$ cat src/rtl/uart_apb_pkg.sv
// Shared definitions for the UART register-map APB arbiter: FSM encoding and
// the UART register addresses.
package uart_apb_pkg;

  typedef enum logic [1:0] {
    IDLE   = 2'd0,
    SETUP  = 2'd1,
    ACCESS = 2'd2
  } apb_state_t;

  localparam logic [3:0] ADDR_DATA = 4'h0;
  localparam logic [3:0] ADDR_CTRL = 4'h4;
  localparam logic [3:0] ADDR_STAT = 4'h8;
  localparam logic [3:0] ADDR_INT  = 4'hc;

endpackage

$ cat src/rtl/uart_apb_arbiter_if.sv
// Requester command/response channels plus the APB bus of the UART arbiter.
// master = arbiter view; slave = requesters and APB slave view.
interface uart_apb_arbiter_if #(
  parameter int ADDR_WIDTH = 4,
  parameter int DATA_WIDTH = 8
);
  logic                  req0_valid;
  logic                  req0_write;
  logic [ADDR_WIDTH-1:0] req0_addr;
  logic [DATA_WIDTH-1:0] req0_wdata;
  logic                  req0_ready;
  logic                  req0_done;
  logic [DATA_WIDTH-1:0] req0_rdata;
  logic                  req0_err;

  logic                  req1_valid;
  logic                  req1_write;
  logic [ADDR_WIDTH-1:0] req1_addr;
  logic [DATA_WIDTH-1:0] req1_wdata;
  logic                  req1_ready;
  logic                  req1_done;
  logic [DATA_WIDTH-1:0] req1_rdata;
  logic                  req1_err;

  logic [ADDR_WIDTH-1:0] PADDR;
  logic                  PSELx;
  logic                  PENABLE;
  logic                  PWRITE;
  logic [DATA_WIDTH-1:0] PWDATA;
  logic                  PREADY;
  logic [DATA_WIDTH-1:0] PRDATA;
  logic                  PSLVERR;

  modport master (
    input  req0_valid, req0_write, req0_addr, req0_wdata,
    output req0_ready, req0_done, req0_rdata, req0_err,
    input  req1_valid, req1_write, req1_addr, req1_wdata,
    output req1_ready, req1_done, req1_rdata, req1_err,
    output PADDR, PSELx, PENABLE, PWRITE, PWDATA,
    input  PREADY, PRDATA, PSLVERR
  );

  modport slave (
    output req0_valid, req0_write, req0_addr, req0_wdata,
    input  req0_ready, req0_done, req0_rdata, req0_err,
    output req1_valid, req1_write, req1_addr, req1_wdata,
    input  req1_ready, req1_done, req1_rdata, req1_err,
    input  PADDR, PSELx, PENABLE, PWRITE, PWDATA,
    output PREADY, PRDATA, PSLVERR
  );

endinterface

$ cat src/rtl/rr_arbiter_2.sv
// Two-way round-robin arbiter. Grants only while en is high; on a tie the
// requester that did not win last time is chosen.
module rr_arbiter_2 (
  input  logic       clk,
  input  logic       rst,
  input  logic [1:0] req,
  input  logic       en,
  output logic [1:0] grant
);

  logic last_grant;

  // NOTE: every always_comb output gets a default first so no path infers a latch.
  always_comb begin
    grant = 2'b00;
    if (en) begin
      case (req)
        2'b01:   grant = 2'b01;
        2'b10:   grant = 2'b10;
        2'b11:   grant = last_grant ? 2'b01 : 2'b10;
        default: grant = 2'b00;
      endcase
    end
  end

  // NOTE: sequential state uses non-blocking assignments so all flops update together.
  always_ff @(posedge clk or posedge rst) begin
    if (rst) begin
      last_grant <= 1'b1;
    end else if (grant != 2'b00) begin
      last_grant <= grant[1];
    end
  end

endmodule

$ cat src/rtl/uart_apb_arbiter.sv
// Shares the UART APB slave between two requesters: round-robin grant, one
// transfer in flight, PREADY wait states with a timeout abort.
module uart_apb_arbiter #(
  parameter int ADDR_WIDTH     = 4,
  parameter int DATA_WIDTH     = 8,
  parameter int TIMEOUT_CYCLES = 16
) (
  input logic                PCLK,
  input logic                PRESET,
  uart_apb_arbiter_if.master bus
);
  import uart_apb_pkg::*;

  localparam int CNT_WIDTH = $clog2(TIMEOUT_CYCLES);

  apb_state_t            state, state_next;
  logic [1:0]            grant;
  logic                  arb_en;
  logic                  complete;
  logic                  abort;
  logic                  psel;
  logic                  penable;
  logic                  owner;
  logic [CNT_WIDTH-1:0]  cnt;
  logic [ADDR_WIDTH-1:0] paddr_q;
  logic                  pwrite_q;
  logic [DATA_WIDTH-1:0] pwdata_q;
  logic [1:0]            done_q;
  logic [1:0]            err_q;
  logic [DATA_WIDTH-1:0] rdata_q [2];

  // Commands are only accepted in IDLE, and never while reset is held.
  assign arb_en = (state == IDLE) && !PRESET;

  rr_arbiter_2 u_arb (
    .clk   (PCLK),
    .rst   (PRESET),
    .req   ({bus.req1_valid, bus.req0_valid}),
    .en    (arb_en),
    .grant (grant)
  );

  assign complete = (state == ACCESS) && bus.PREADY;
  assign abort    = (state == ACCESS) && !bus.PREADY &&
                    (cnt == CNT_WIDTH'(TIMEOUT_CYCLES - 1));

  always_ff @(posedge PCLK or posedge PRESET) begin
    if (PRESET) state <= IDLE;
    else        state <= state_next;
  end

  always_comb begin
    state_next = state;
    psel       = 1'b0;
    penable    = 1'b0;
    case (state)
      IDLE:   if (grant != 2'b00) state_next = SETUP;
      SETUP: begin
        psel       = 1'b1;
        state_next = ACCESS;
      end
      ACCESS: begin
        psel    = 1'b1;
        penable = 1'b1;
        if (complete || abort) state_next = IDLE;
      end
      default: state_next = IDLE;
    endcase
  end

  // NOTE: the two-entry rdata array is plain flops, so it is reset like any other register.
  always_ff @(posedge PCLK or posedge PRESET) begin
    if (PRESET) begin
      owner    <= 1'b0;
      cnt      <= '0;
      paddr_q  <= '0;
      pwrite_q <= 1'b0;
      pwdata_q <= '0;
      done_q   <= 2'b00;
      err_q    <= 2'b00;
      for (int i = 0; i < 2; i++) rdata_q[i] <= '0;
    end else begin
      done_q <= 2'b00;
      if (grant != 2'b00) begin
        owner    <= grant[1];
        paddr_q  <= grant[1] ? bus.req1_addr  : bus.req0_addr;
        pwrite_q <= grant[1] ? bus.req1_write : bus.req0_write;
        pwdata_q <= grant[1] ? bus.req1_wdata : bus.req0_wdata;
      end
      if (state == SETUP) begin
        cnt <= '0;
      end else if ((state == ACCESS) && !bus.PREADY && !abort) begin
        cnt <= cnt + CNT_WIDTH'(1);
      end
      if (complete) begin
        done_q[owner]  <= 1'b1;
        err_q[owner]   <= bus.PSLVERR;
        rdata_q[owner] <= pwrite_q ? '0 : bus.PRDATA;
      end else if (abort) begin
        done_q[owner]  <= 1'b1;
        err_q[owner]   <= 1'b1;
        rdata_q[owner] <= '1;
      end
    end
  end

  assign bus.req0_ready = grant[0];
  assign bus.req1_ready = grant[1];
  assign bus.req0_done  = done_q[0];
  assign bus.req1_done  = done_q[1];
  assign bus.req0_err   = err_q[0];
  assign bus.req1_err   = err_q[1];
  assign bus.req0_rdata = rdata_q[0];
  assign bus.req1_rdata = rdata_q[1];
  assign bus.PADDR      = paddr_q;
  assign bus.PSELx      = psel;
  assign bus.PENABLE    = penable;
  assign bus.PWRITE     = pwrite_q;
  assign bus.PWDATA     = pwdata_q;

endmodule

$ cat src/flat_wrapper.sv
// flat-port wrapper written by rule: the top's interface ports become plain ports
module uart_apb_arbiter_flat import uart_apb_pkg::*;
#(
  parameter int ADDR_WIDTH     = 4,
  parameter int DATA_WIDTH     = 8,
  parameter int TIMEOUT_CYCLES = 16
)
  (PCLK, PRESET, bus_req0_valid, bus_req0_write, bus_req0_addr, bus_req0_wdata, bus_req0_ready, bus_req0_done, bus_req0_rdata, bus_req0_err, bus_req1_valid, bus_req1_write, bus_req1_addr, bus_req1_wdata, bus_req1_ready, bus_req1_done, bus_req1_rdata, bus_req1_err, bus_PADDR, bus_PSELx, bus_PENABLE, bus_PWRITE, bus_PWDATA, bus_PREADY, bus_PRDATA, bus_PSLVERR);
  uart_apb_arbiter_if #(.ADDR_WIDTH(ADDR_WIDTH), .DATA_WIDTH(DATA_WIDTH)) bus_i ();
  input logic PCLK;
  input logic PRESET;
  input wire logic [$bits(bus_i.req0_valid)-1:0] bus_req0_valid;
  input wire logic [$bits(bus_i.req0_write)-1:0] bus_req0_write;
  input wire logic [$bits(bus_i.req0_addr)-1:0] bus_req0_addr;
  input wire logic [$bits(bus_i.req0_wdata)-1:0] bus_req0_wdata;
  output wire logic [$bits(bus_i.req0_ready)-1:0] bus_req0_ready;
  output wire logic [$bits(bus_i.req0_done)-1:0] bus_req0_done;
  output wire logic [$bits(bus_i.req0_rdata)-1:0] bus_req0_rdata;
  output wire logic [$bits(bus_i.req0_err)-1:0] bus_req0_err;
  input wire logic [$bits(bus_i.req1_valid)-1:0] bus_req1_valid;
  input wire logic [$bits(bus_i.req1_write)-1:0] bus_req1_write;
  input wire logic [$bits(bus_i.req1_addr)-1:0] bus_req1_addr;
  input wire logic [$bits(bus_i.req1_wdata)-1:0] bus_req1_wdata;
  output wire logic [$bits(bus_i.req1_ready)-1:0] bus_req1_ready;
  output wire logic [$bits(bus_i.req1_done)-1:0] bus_req1_done;
  output wire logic [$bits(bus_i.req1_rdata)-1:0] bus_req1_rdata;
  output wire logic [$bits(bus_i.req1_err)-1:0] bus_req1_err;
  output wire logic [$bits(bus_i.PADDR)-1:0] bus_PADDR;
  output wire logic [$bits(bus_i.PSELx)-1:0] bus_PSELx;
  output wire logic [$bits(bus_i.PENABLE)-1:0] bus_PENABLE;
  output wire logic [$bits(bus_i.PWRITE)-1:0] bus_PWRITE;
  output wire logic [$bits(bus_i.PWDATA)-1:0] bus_PWDATA;
  input wire logic [$bits(bus_i.PREADY)-1:0] bus_PREADY;
  input wire logic [$bits(bus_i.PRDATA)-1:0] bus_PRDATA;
  input wire logic [$bits(bus_i.PSLVERR)-1:0] bus_PSLVERR;
  assign bus_i.req0_valid = bus_req0_valid;
  assign bus_i.req0_write = bus_req0_write;
  assign bus_i.req0_addr = bus_req0_addr;
  assign bus_i.req0_wdata = bus_req0_wdata;
  assign bus_req0_ready = bus_i.req0_ready;
  assign bus_req0_done = bus_i.req0_done;
  assign bus_req0_rdata = bus_i.req0_rdata;
  assign bus_req0_err = bus_i.req0_err;
  assign bus_i.req1_valid = bus_req1_valid;
  assign bus_i.req1_write = bus_req1_write;
  assign bus_i.req1_addr = bus_req1_addr;
  assign bus_i.req1_wdata = bus_req1_wdata;
  assign bus_req1_ready = bus_i.req1_ready;
  assign bus_req1_done = bus_i.req1_done;
  assign bus_req1_rdata = bus_i.req1_rdata;
  assign bus_req1_err = bus_i.req1_err;
  assign bus_PADDR = bus_i.PADDR;
  assign bus_PSELx = bus_i.PSELx;
  assign bus_PENABLE = bus_i.PENABLE;
  assign bus_PWRITE = bus_i.PWRITE;
  assign bus_PWDATA = bus_i.PWDATA;
  assign bus_i.PREADY = bus_PREADY;
  assign bus_i.PRDATA = bus_PRDATA;
  assign bus_i.PSLVERR = bus_PSLVERR;
  uart_apb_arbiter #(.ADDR_WIDTH(ADDR_WIDTH), .DATA_WIDTH(DATA_WIDTH), .TIMEOUT_CYCLES(TIMEOUT_CYCLES)) u_core (.PCLK(PCLK), .PRESET(PRESET), .bus(bus_i));
endmodule
$ cat config.mk
export PLATFORM = sky130hd
export DESIGN_NAME = uart_apb_arbiter_flat
export DESIGN_NICKNAME = d
export VERILOG_FILES = /design/src/rtl/uart_apb_pkg.sv /design/src/rtl/uart_apb_arbiter_if.sv /design/src/rtl/rr_arbiter_2.sv /design/src/rtl/uart_apb_arbiter.sv /design/src/flat_wrapper.sv
export SDC_FILE = /design/constraint.sdc
export NUM_CORES = 1
export LEC_CHECK = 0
export ABC_AREA = 0
export ABC_CLOCK_PERIOD_IN_PS = 2770
export BUFFER_PORTS_ARGS = -buffer_cell sky130_fd_sc_hd__clkbuf_2
export CAP_MARGIN = 15
export CORE_UTILIZATION = 40
export DETAILED_ROUTE_END_ITERATION = 10
export PLACE_DENSITY = 0.77
export SYNTH_ARGS = -nofsm -noshare
export SYNTH_HDL_FRONTEND = slang
export SYNTH_SLANG_ARGS = --single-unit
$ cat constraint.sdc
create_clock -name PCLK -period 2.77 [get_ports PCLK]
set_input_delay 0.4155 -clock PCLK [delete_from_list [all_inputs] [get_ports PCLK]]
set_output_delay 0.4155 -clock PCLK [all_outputs]
set_load 0.1 [all_outputs]
==> metrics.md <==
| Metric | Value |
|---|---|
| Post-CTS sizing | 0 |
| Skew-Pair Late Insertion Delay | 0.29 ns |
| Final period utilization | 0.884 |
| Number of diodes | 0 |
| Wire length per cell | 12.9 um |
| Crit path DAT | 2.03 ns |
| Synthesized Nets | 214 |
| Layout cells sized above 1 | 0.384 |
| Post-CTS Hold Buffers | 0 |
| Vias in the first global route | 1466 |
| CORE AREA | 4380 um^2 |
| Clock slew at reported path FFs | 0.08 ns |
| Clk sinks | 41 |
| Initial Util | 0.420 |
| Status | completed |
| CP Launch Type | flip-flop |
| RePlAce Congestion | 0.774 |
| Top-area cell type share of the netlist area | 0.544 |
| Critical path class | flip-flop to output pin |
| CP Max Fanout | 15 |
| Drt drc | 0 |
| Routed vias | 1522 |
| Synth Register Bits | 41 |
| Die area | 4870 um^2 |
| Worst Setup End Kind | output pin |
| Setup Fix Bufs, Post-CTS | 0 |
| Initial DRC Count | 73 |
| Row count | 24 |
| Inserted Clock Buffers | 5 |
| Die W | 69.8 um |
| Max-cap viol count | 0 |
| Area grow syn2layout | 28.4% |
| Cell taking the most area after synthesis | dfrtp_1 |
| Fin crit period | 2.45 ns |
| Post-DRT Antenna Nets | 0 |
| Nets | 294 |
| Setup ws final | 0.320 ns |
| Tot GR Track Use | 0.175 |
| Synth top area cells | dfrtp_1, o22a_1, nand2_1 |
| Initial antenna violation count | 0 |
| Mapped Avg Cell Area | 10.9 um^2 |
| Fin. max-slew vios | 0 |
| Largest net degree at the start of global routing | 28 |
| Required @ worst endpoint | 2.35 ns |
| CTS Buffer Depth | 2 |
| Unrepaired setup endpoints after global routing | no |
| Clock root buffer master | clkbuf_8 |
| Final hold viol count | 0 |
| Die Span Y | 69.8 um |
| Initial DRT Pass Iterations | 4 |
| Unique cell type count in the Yosys netlist | 30 |
| Routed wire length | 3.91 mm |
| Fmax | 408 MHz |
| Setup TNS | 0 ns |
| Cell count after synthesis | 169 |
| Mapped Area | 1840 um^2 |
| Post-synthesis sequential area ratio | 0.559 |
| Global route overflow | 0 |
| Syn. warnings | 0 |
| I/O pin cnt | 77 |
| Dpl ws | 0.617 ns |
| CTS HTree Levels | 2 |
| CTS tree | yes |
| First-pass GRT wire length | 6.76 mm |
| IO Port Bufs | 76 |
| Worst slew margin | 0.480 |
| Hold Path Class | input port to async pin |
| Post-DR vias/cell | 5.04 |
| Skew final | 0.00489 ns |
| # setup viols final | 0 |
| Hpwl dp | 2.92 mm |
| Least-Margin Pin Slew | 0.776 ns |
[Yosys cell counts (all sizes together)]
cell    instances
clkinv          1
a21oi           3
a21o            1
and2b           2
dfrtp          40
buf             5
xor2            2
nand2          31
o21a            1
o22a           18
nor3            1
nand3           5
inv             6
and3            1
o21ai           3
and4b           1
ha              5
a31oi          14
dfstp           1
nor2b           8
nand3b          1
nor2           16
mux2            2
nor3b           1
[critical path: stages, from the launching register on]
cell	delay, ns
dfrtp_1	0.41
inv_1	0.11
ha_1	0.20
nand3b_1	0.12
a21o_4	0.26
clkinv_2	0.16
clkbuf_2	0.48
[stage by stage]
stage	instances	hold WS, ns	util	instance area, um^2
floorplan	169	0.477	-	1840
global placement	294	0.471	0.515	2260
detailed placement	294	0.478	0.515	2260
CTS	302	0.177	0.539	2360
global route	302	0.215	0.539	2360
finish	302	0.164	0.539	2360
[layout by cell type (no fill, tap or decap), types with 2 or more instances in the layout]
master / count
o21ai_0: 2
xor2_1: 2
mux2_4: 2
buf_4: 2
a31oi_1: 13
nor2_1: 15
clkinv_2: 2
clkbuf_8: 7
o22a_1: 18
clkbuf_2: 76
nor2b_1: 8
nand2_1: 30
and2b_1: 2
a21oi_1: 3
dfrtp_1: 40
ha_1: 5
nand3_1: 5
inv_1: 5
[layout make-up]
type / instances / area, um^2
inverters: 7 / 27.5
repair buffers: 78 / 395
clock buffers: 7 / 96.3
flip-flops and latches: 41 / 1030
multi-input cells: 116 / 744
clock inverters: 1 / 5.00
well taps: 52 / 65.1
fillers: 414 / 2020
[flip-flops by register name (all words and copies together) (netlist names), 2 cells and up]
register / count
u_core.cnt: 4
u_core.err_q: 2
u_core.done_q: 2
u_core.bus.PADDR: 4
u_core.bus.req0_rdata: 8
u_core.bus.req1_rdata: 8
u_core.bus.PWDATA: 8
u_core.state: 2
[per-layer routing]
metal,vias to the layer above,routed length [um],GRT usage
li1,751,-,-
met1,702,1780,0.224
met2,65,1840,0.286
met3,4,263,0.0538
met4,0,30,0.0467
met5,-,0,0
[logic make-up (layout without fill, tap and decap cells)]
logic type,after synthesis,in the layout,share of synthesized area
simple gates,67,67,0.173
xor+xnor,2,2,0.00953
mux,2,2,0.0163
fa+ha+maj,5,5,0.0340
compound gates,40,40,0.171
flops,41,41,0.559
buf+inv,12,93,0.0367
[worst paths after layout]
| path | startpoint | slack, ns | cells past startpoint | to |
|---|---|---|---|---|
| max in group asynchronous | PRESET | 1.94 | 3 | u_core.bus.req1_rdata[3]$_DFFE_PP0P_ |
| max | u_core.state[1]$_DFFE_PP0P_ | 0.32 | 6 | bus_req1_ready |
| min | PRESET | 0.16 | 2 | u_core.bus.PWDATA[5]$_DFFE_PP0P_ |
| min reg2reg | u_core.bus.req1_rdata[0]$_DFFE_PP0P_ | 0.49 | 1 | u_core.bus.req1_rdata[0]$_DFFE_PP0P_ |
| max reg2reg | u_core.state[0]$_DFFE_PP0P_ | 0.98 | 7 | u_core.state[1]$_DFFE_PP0P_ |
| min in group PCLK | bus_req0_wdata[6] | 0.35 | 3 | u_core.bus.PWDATA[6]$_DFFE_PP0P_ |
Power is left out: the tool's default activity adds up to more than one toggle a clock period on the data nets, which glitch-free logic cannot reach.
